--- config.mk ---
export PLATFORM = sky130hd
export DESIGN_NAME = blink_sequencer
export DESIGN_NICKNAME = d
export VERILOG_FILES = /design/src/rtl/blink_seq_pkg.sv /design/src/rtl/tick_prescaler.sv /design/src/rtl/blink_sequencer.sv
export SDC_FILE = /design/constraint.sdc
export NUM_CORES = 1
export LEC_CHECK = 0
export CELL_PAD_IN_SITES_DETAIL_PLACEMENT = 1
export CELL_PAD_IN_SITES_GLOBAL_PLACEMENT = 1
export CORE_MARGIN = 4
export CORE_UTILIZATION = 42
export CTS_BUF_LIST = sky130_fd_sc_hd__clkbuf_8
export DETAILED_ROUTE_END_ITERATION = 8
export PLACE_DENSITY_LB_ADDON = 0.3
export SLEW_MARGIN = 10
export SYNTH_ARGS = -nofsm -noshare
export SYNTH_HDL_FRONTEND = slang
export SYNTH_SLANG_ARGS = --single-unit
--- constraint.sdc ---
create_clock -name clk -period 2.5 [get_ports clk]
set_input_delay 0.375 -clock clk [delete_from_list [all_inputs] [get_ports clk]]
set_output_delay 0.375 -clock clk [all_outputs]
set_load 0.02 [all_outputs]
--- src/rtl/blink_seq_pkg.sv ---
// Shared types and helpers for the LED blink sequencer.
//   state_t      : sequencer FSM states
//   presc_width  : counter width needed for a modulo-DIV prescaler
package blink_seq_pkg;

  typedef enum logic [1:0] {IDLE, ON, OFF, DONE} state_t;

  localparam int unsigned TickDivDefault = 1000;

  // Width of a counter spanning 0..div-1; never less than one bit.
  function automatic int unsigned presc_width(int unsigned div);
    return (div < 2) ? 1 : $clog2(div);
  endfunction

  localparam int unsigned PrescWDefault = presc_width(TickDivDefault);

endpackage

--- src/rtl/tick_prescaler.sv ---
// Modulo-DIV up-counter producing one tick per DIV clock cycles.
//   clk  : clock
//   rst  : asynchronous active-high reset (count to 0)
//   clr  : synchronous clear, takes priority over counting
//   tick : high while the count equals DIV-1
module tick_prescaler
  import blink_seq_pkg::*;
#(
  parameter int unsigned DIV = TickDivDefault
) (
  input  logic clk,
  input  logic rst,
  input  logic clr,
  output logic tick
);

  localparam int unsigned CntW = presc_width(DIV);
  localparam logic [CntW-1:0] CntMax = CntW'(DIV - 1);

  logic [CntW-1:0] cnt_q, cnt_d;

  always_comb begin
    cnt_d = cnt_q + CntW'(1);
    if (clr || (cnt_q == CntMax)) begin
      cnt_d = '0;
    end
  end

  always_ff @(posedge clk or posedge rst) begin
    if (rst) begin
      cnt_q <= '0;
    end else begin
      cnt_q <= cnt_d;
    end
  end

  assign tick = (cnt_q == CntMax);

endmodule

--- src/rtl/blink_sequencer.sv ---
// Sequences an LED through reps ON/OFF pairs, each phase a whole number of
// prescaled ticks, with a start/busy/done handshake.
//   clk, rst            : clock, asynchronous active-high reset
//   start               : request, sampled only in IDLE
//   abort               : cancels an active ON/OFF sequence
//   on_ticks, off_ticks : phase lengths in ticks (0 behaves as 1)
//   reps                : number of ON+OFF pairs (0 goes straight to DONE)
//   led, busy, done     : registered outputs
module blink_sequencer
  import blink_seq_pkg::*;
#(
  parameter int unsigned TICK_DIV = TickDivDefault,
  parameter int unsigned DUR_W    = 8,
  parameter int unsigned REP_W    = 4
) (
  input  logic             clk,
  input  logic             rst,
  input  logic             start,
  input  logic             abort,
  input  logic [DUR_W-1:0] on_ticks,
  input  logic [DUR_W-1:0] off_ticks,
  input  logic [REP_W-1:0] reps,
  output logic             led,
  output logic             busy,
  output logic             done
);

  state_t           state_q, state_d;
  logic [DUR_W-1:0] on_q, on_d;
  logic [DUR_W-1:0] off_q, off_d;
  logic [REP_W-1:0] rem_q, rem_d;
  logic [DUR_W-1:0] phase_q, phase_d;
  logic             led_q, led_d;
  logic             busy_q, busy_d;
  logic             done_q, done_d;
  logic             tick;
  logic             presc_clr;

  tick_prescaler #(
    .DIV (TICK_DIV)
  ) u_prescaler (
    .clk  (clk),
    .rst  (rst),
    .clr  (presc_clr),
    .tick (tick)
  );

  always_comb begin
    state_d = state_q;
    on_d    = on_q;
    off_d   = off_q;
    rem_d   = rem_q;
    phase_d = phase_q;

    unique case (state_q)
      IDLE: begin
        if (start && !abort) begin
          on_d    = (on_ticks == '0) ? DUR_W'(1) : on_ticks;
          off_d   = (off_ticks == '0) ? DUR_W'(1) : off_ticks;
          rem_d   = reps;
          state_d = (reps != '0) ? ON : DONE;
        end
      end
      ON: begin
        if (abort) begin
          state_d = IDLE;
        end else if (tick) begin
          if (phase_q == on_q - DUR_W'(1)) begin
            state_d = OFF;
          end else begin
            phase_d = phase_q + DUR_W'(1);
          end
        end
      end
      OFF: begin
        if (abort) begin
          state_d = IDLE;
        end else if (tick) begin
          if (phase_q == off_q - DUR_W'(1)) begin
            rem_d   = rem_q - REP_W'(1);
            state_d = (rem_d != '0) ? ON : DONE;
          end else begin
            phase_d = phase_q + DUR_W'(1);
          end
        end
      end
      DONE: begin
        state_d = IDLE;
      end
      default: begin
        state_d = IDLE;
      end
    endcase

    // Restart tick timing on every phase boundary so phases are exact.
    presc_clr = (state_d != state_q);
    if (presc_clr) begin
      phase_d = '0;
    end

    // Outputs are registered from the next state, so they align with it.
    led_d  = (state_d == ON);
    busy_d = (state_d != IDLE);
    done_d = (state_d == DONE);
  end

  always_ff @(posedge clk or posedge rst) begin
    if (rst) begin
      state_q <= IDLE;
      on_q    <= '0;
      off_q   <= '0;
      rem_q   <= '0;
      phase_q <= '0;
      led_q   <= 1'b0;
      busy_q  <= 1'b0;
      done_q  <= 1'b0;
    end else begin
      state_q <= state_d;
      on_q    <= on_d;
      off_q   <= off_d;
      rem_q   <= rem_d;
      phase_q <= phase_d;
      led_q   <= led_d;
      busy_q  <= busy_d;
      done_q  <= done_d;
    end
  end

  assign led  = led_q;
  assign busy = busy_q;
  assign done = done_q;

endmodule

# Word-level counts from Yosys, hierarchy flattened
# Cells that the tools add are included.
# classes
muxes,26
n_addsub,5
reduce_logical,14
eq_ne,19
# ops
cell,count
$mux W8,9
$mux W2,9
$ne A3 B2 Y1 const B,6
$eq A8 B8 Y1,2
$logic_not A8 Y1,2
$mux W4,4
$pmux W8 S2,1
$sub A8 B1 Y8 const B,2
$add A10 B1 Y10 const B,1
$eq A10 B10 Y1 const B,1
$mux W10,1
$add A8 B1 Y8 const B,1
$ne A2 B2 Y1 const B,4
$pmux W2 S4,1
$pmux W4 S2,1
$reduce_bool A4 Y1,2
$reduce_and A7 Y1,1
$eq A2 B2 Y1 const B,3
$reduce_and A5 Y1,1
$eq A2 B1 Y1 const B,2
$reduce_bool A2 Y1,2
$sub A4 B1 Y4 const B,1
$reduce_bool A3 Y1,1
$logic_not A2 Y1,1
5 further kinds,5
# totals
in_bits,24
elab_cells,73
out_inout_bits,3
reg_bits,43

# Depth between registers and ports, before layout
# depth
word_depth,10
ltp_mapped,10
depth_no_buf,10

# Hierarchy
# Synthesis repeated with hierarchy kept, for this count alone.
# unflattened
cells_unflattened,276
hier_area_um2,2682.6
# modules_own_cells
module,cells_each,area_each_um2,instances,seq_area_each_um2
blink_sequencer,219,2137.0,1,825.8
tick_prescaler,57,545.5,1,250.2

# Worst setup path after synthesis
# OpenSTA, ideal clock, no wires.
# synth_path
kind,register to register
from,register off_q[0]
to,register phase_q[6]
synth_period_minus_slack_ns,2.494
required_ns,2.413
arrival_ns,2.407
stages_incl_launch_ff,10
n_path_buf,0
path_slack_ns,0.006
setup_ns,0.087
path_cell_list,dfrtp_1 inv_1 ha_1 xnor3_1 a32o_1 o21ai_1 a211oi_2 o221a_2 or4_4 a211oi_2
# synth_between
elab_chain_cells,9
word_cells_on_any_way,16
cone_classes,1 x add/sub; 8 x eq/ne; 5 x mux; 2 x reduce/logical
# synth_rtl
item,line_no,text
start: declaration,blink_sequencer.sv:30,"logic [DUR_W-1:0] off_q, off_d;"
start signal: assignment,blink_sequencer.sv:111,off_q <= '0;
start signal: assignment,blink_sequencer.sv:120,off_q <= off_d;
$sub A8 B1 Y8 *,blink_sequencer.sv:79,if (phase_q == off_q - DUR_W'(1)) begin
$eq A8 B8 Y1 *,blink_sequencer.sv:79,
$mux W2,blink_sequencer.sv:79,
$mux W2,blink_sequencer.sv:78,end else if (tick) begin
$mux W2,blink_sequencer.sv:76,if (abort) begin
$pmux W2 S4,blink_sequencer.sv:55,unique case (state_q)
$ne A2 B2 Y1,blink_sequencer.sv:96,presc_clr = (state_d != state_q);
$ne A3 B2 Y1 (no source line) / $reduce_bool A3 Y1 (equally long branches),-,
$reduce_and A7 Y1 (no source line),-,
end signal: assignment,blink_sequencer.sv:122,phase_q <= phase_d;
end: declaration,blink_sequencer.sv:32,"logic [DUR_W-1:0] phase_q, phase_d;"
# Mark *: on every way between the ends. The rest lies on a longest branch, timed or not.
# A chain may end at the register's enable or synchronous reset.

# Worst setup path after layout
# layout_path
from,register on_q[2]
to,register u_prescaler.cnt_q[1]
# layout_between
elab_chain_cells,9
# layout_rtl
item,line_no,text
start: declaration,blink_sequencer.sv:29,"logic [DUR_W-1:0] on_q, on_d;"
start signal: assignment,blink_sequencer.sv:119,on_q <= on_d;
$sub A8 B1 Y8,blink_sequencer.sv:68,if (phase_q == on_q - DUR_W'(1)) begin
$eq A8 B8 Y1,blink_sequencer.sv:68,
$mux W2,blink_sequencer.sv:68,
$mux W2,blink_sequencer.sv:67,end else if (tick) begin
$mux W2,blink_sequencer.sv:65,if (abort) begin
$pmux W2 S4,blink_sequencer.sv:55,
$ne A2 B2 Y1,blink_sequencer.sv:96,
$logic_or A1 B1 Y1,tick_prescaler.sv:24,if (clr || (cnt_q == CntMax)) begin
$mux W10,tick_prescaler.sv:24,
via u_prescaler.cnt_d[1],tick_prescaler.sv:20,"logic [CntW-1:0] cnt_q, cnt_d;"
end signal: assignment,tick_prescaler.sv:33,cnt_q <= cnt_d;
end: declaration,tick_prescaler.sv:20,
# The timed path passes the listed nets, and every way through them passes these cells.

==> results.toml <==
[outcome]
status = "finished, violations left"
violations = "negative setup slack"

[detailed_routing]
num_vias = 2390
avgRoutedWirePerCell_um = 19.4
drc_errors = 0
drt_iter0_drc = 80
drt-pass1-iter-count = 4
routed_wl_um = 8050
ant_nets = 0
via_per_inst = 5.76

[sta]
relSlewSlack_pct = 55.4
max_freq_mhz = 395
rsz0062_at_grt = "true"
holdWs_ns = 0.459
slew_viol_final = 0
worst_slack_ns = -0.0313
finalSetupViolations = 17
final.period_utilization_pct = 101
hold_viol_final = 0
finalCriticalPeriod_ns = 2.53
clock_skew_ns = 0.00847
worstMarginPinSlew_ns = 0.668

[cells_and_area]
layout-drive-gt1-share_pct = 32.8
diodes = 0
syn2layout_area_growth_pct = 33.9
fin_area_mm2 = 0.00376
nets = 367
fill_cells = 689

[yosys]
synth_nets = 306
synth_area_mm2 = 0.00281
synth-edff-count = 0
synth_warnings = 0
synth_ff_type = "dfrtp_1"
synthTopCellsByCount = "dfrtp_1, nor2_1, xnor2_1, nand2_1"
async_flop_share_pct = 100
ys_types = 68
ys_ff_latch = 43
syn_area_per_cell_um2 = 10.2
synth_area_leader_cell = "dfrtp_1"
ys_seq_area_share_pct = 38.3
synth_top_cell_area_share_pct = 38.3
yosysMostFrequentCell = "dfrtp_1"
syn_inst = 276
yosys-top-cells-area = "dfrtp_1, xnor2_1, mux2_2"

[power]
switching_power_mw = 0.785
comb_power_share_pct = 37.9
finalPower_mw = 2.25
total_leakage_power_nw = 1.46
swShare_pct = 34.9
power.internal_mw = 1.47
ir_drop_mv = 0.336
p_seq_share_pct = 40.4
power.share.clock_pct = 21.7
power_density_mw_per_mm2 = 599

[clock_tree]
cts_buffers = 5
cts_tree = "done"
clk_pin_slew_ns = 0.09
h-tree-depth = 2
clock-sinks = 43
cts_buffer_depth = 2
clkLatencyLatePin_ns = 0.30
cts_root_buf = "clkbuf_8"

[critical_path]
worstSetupPathType = "flip-flop to flip-flop"
cp-end-kind = "flip-flop"
r2r-end = "u_prescaler.cnt_q[1]"
cp.arrival_ns = 2.73
r2r_setup_slack_ns = -0.03
cp_max_fo = 9
reg2reg_depth = 9
crit_required_ns = 2.70
critPathLaunchType = "flip-flop"
timing.rr.start = "on_q[2]"

[grt]
grt_max_degree = 29
grt_pass1_vias = 2700
grt_pass1_wl_um = 13600
grt-ovfl-total = 0
antenna_found_initial = 0
grt_usage_pct = 20.4

[placed_design]
post-dp-hpwl_um = 5580
gp_congestion = 0.836
post_dp_cell_area_mm2 = 0.00332
io_buffer_count = 26

[worst_hold_path]
hp-class = "input pin to asynchronous set/reset pin"

[die]
core_area_mm2 = 0.00642
num_rows = 29
die_area_mm2 = 0.00805
start_util_pct = 43.7
die_w_um = 89.7
io_pins = 27
die_y_um = 89.7

[job]
max_cap_violations = 0
cell usage in the layout, fill, tap and decap left out, drive strengths merged, types with 3 or more instances in the layout:
cell	synthesis	routed
a21oi	4	4
or3	6	6
xor2	10	10
nor3b	3	3
o21ai	18	18
nand4	5	5
clkdlybuf4s50	0	26
nor4	12	12
buf	8	39
nor2	20	20
and3	5	5
nor2b	3	3
clkbuf	4	7
nand2b	5	5
a211oi	10	10
xnor2	16	16
nand3	9	9
a31oi	4	4
ha	6	6
dfrtp	43	43
or4	5	5
o31ai	3	3
nand2	14	14
nor3	9	9
inv	12	12
mux2	12	12
worst max-delay path by stage:
stage                     startpoint  slack [ns]  cells after the start                    to
after floorplan             off_q[0]       0.006                      9            phase_q[6]
after global placement      off_q[0]       -0.01                     10            phase_q[2]
after detailed placement    off_q[0]       -0.14                      9            phase_q[6]
after CTS                    on_q[2]       -0.05                      8            phase_q[6]
after global routing         on_q[0]       -0.14                     12            phase_q[4]
final                        on_q[2]       -0.03                      9  u_prescaler.cnt_q[1]
through the flow:
step / utilization [%] / cells / worst slack (ns) / setup TNS, ns
global placement: 51.7 / 395 / -0.0132 / -0.0373
CTS: 55.6 / 410 / -0.0539 / -0.496
global route: 58.5 / 415 / -0.139 / -2.59
finish: 58.5 / 415 / -0.0313 / -0.298
floorplan: - / 276 / 0.00640 / 0
detailed placement: 51.7 / 395 / -0.140 / -0.812
state kept, by name, indices dropped and copies added (netlist names):
| signal | flops |
|---|---|
| state_q | 2 |
| on_q | 8 |
| phase_q | 8 |
| led | 1 |
| rem_q | 4 |
| busy | 1 |
| done | 1 |
| u_prescaler.cnt_q | 10 |
| off_q | 8 |
final cells by class:
class                           count  area (um2)  share of cell area (%)
Inverter                           12        45.0                    1.20
Timing Repair Buffer               66         653                    17.4
Tap cell                           77        96.3                    2.56
Multi-Input combinational cell    209        1790                    47.6
Clock inverter                      2        16.3                   0.433
Sequential cell                    43        1080                    28.7
Clock buffer                        6        82.6                    2.20
power groups by stage:
stage | logic (mW) | clock network, mW | registers (mW)
after floorplan | 0.474 | 0 | 0.899
after global routing | 0.928 | 0.545 | 0.929
final | 0.853 | 0.488 | 0.910
after CTS | 0.789 | 0.503 | 0.910
after detailed placement | 0.705 | 0 | 0.918
after global placement | 0.678 | 0 | 0.908
worst max-delay path, stage by stage (launching register included):
cell	delay, ns
dfrtp_2	0.46
or4_4	0.56
o21ai_1	0.22
a21oi_4	0.09
and2_4	0.18
o211ai_4	0.23
a22oi_4	0.12
buf_4	0.17
buf_12	0.13
nor4b_1	0.27
metal layers:
| layer | part of all wire (%) | global-route usage, % |
|---|---|---|
| met5 | 0 | 0 |
| met4 | 0.92 | 5.11 |
| met3 | 2.9 | 3.84 |
| met2 | 51 | 36.3 |
| met1 | 45 | 25.5 |
repair_timing:
action	CTS	global route
hold buffers	0	0
pin swaps	14	15
resized for setup	16	26
endpoints found under the setup margin	25	27
buffers inserted	5	4
cloned	2	1
cells by family (layout without fill, tap and decap cells):
logic type | count (synthesis) | count (layout) | synth area share [%]
buffers and inverters | 24 | 86 | 4.86
multiplexers | 12 | 12 | 4.81
AND/OR/NAND/NOR | 104 | 104 | 21.3
AO/OA/AOI/OAI | 60 | 60 | 18.8
adder cells (fa/ha/maj) | 6 | 6 | 2.67
flip-flops | 43 | 43 | 38.3
XOR/XNOR | 27 | 27 | 9.18
Note: power is estimated with default switching activity, not from simulation.
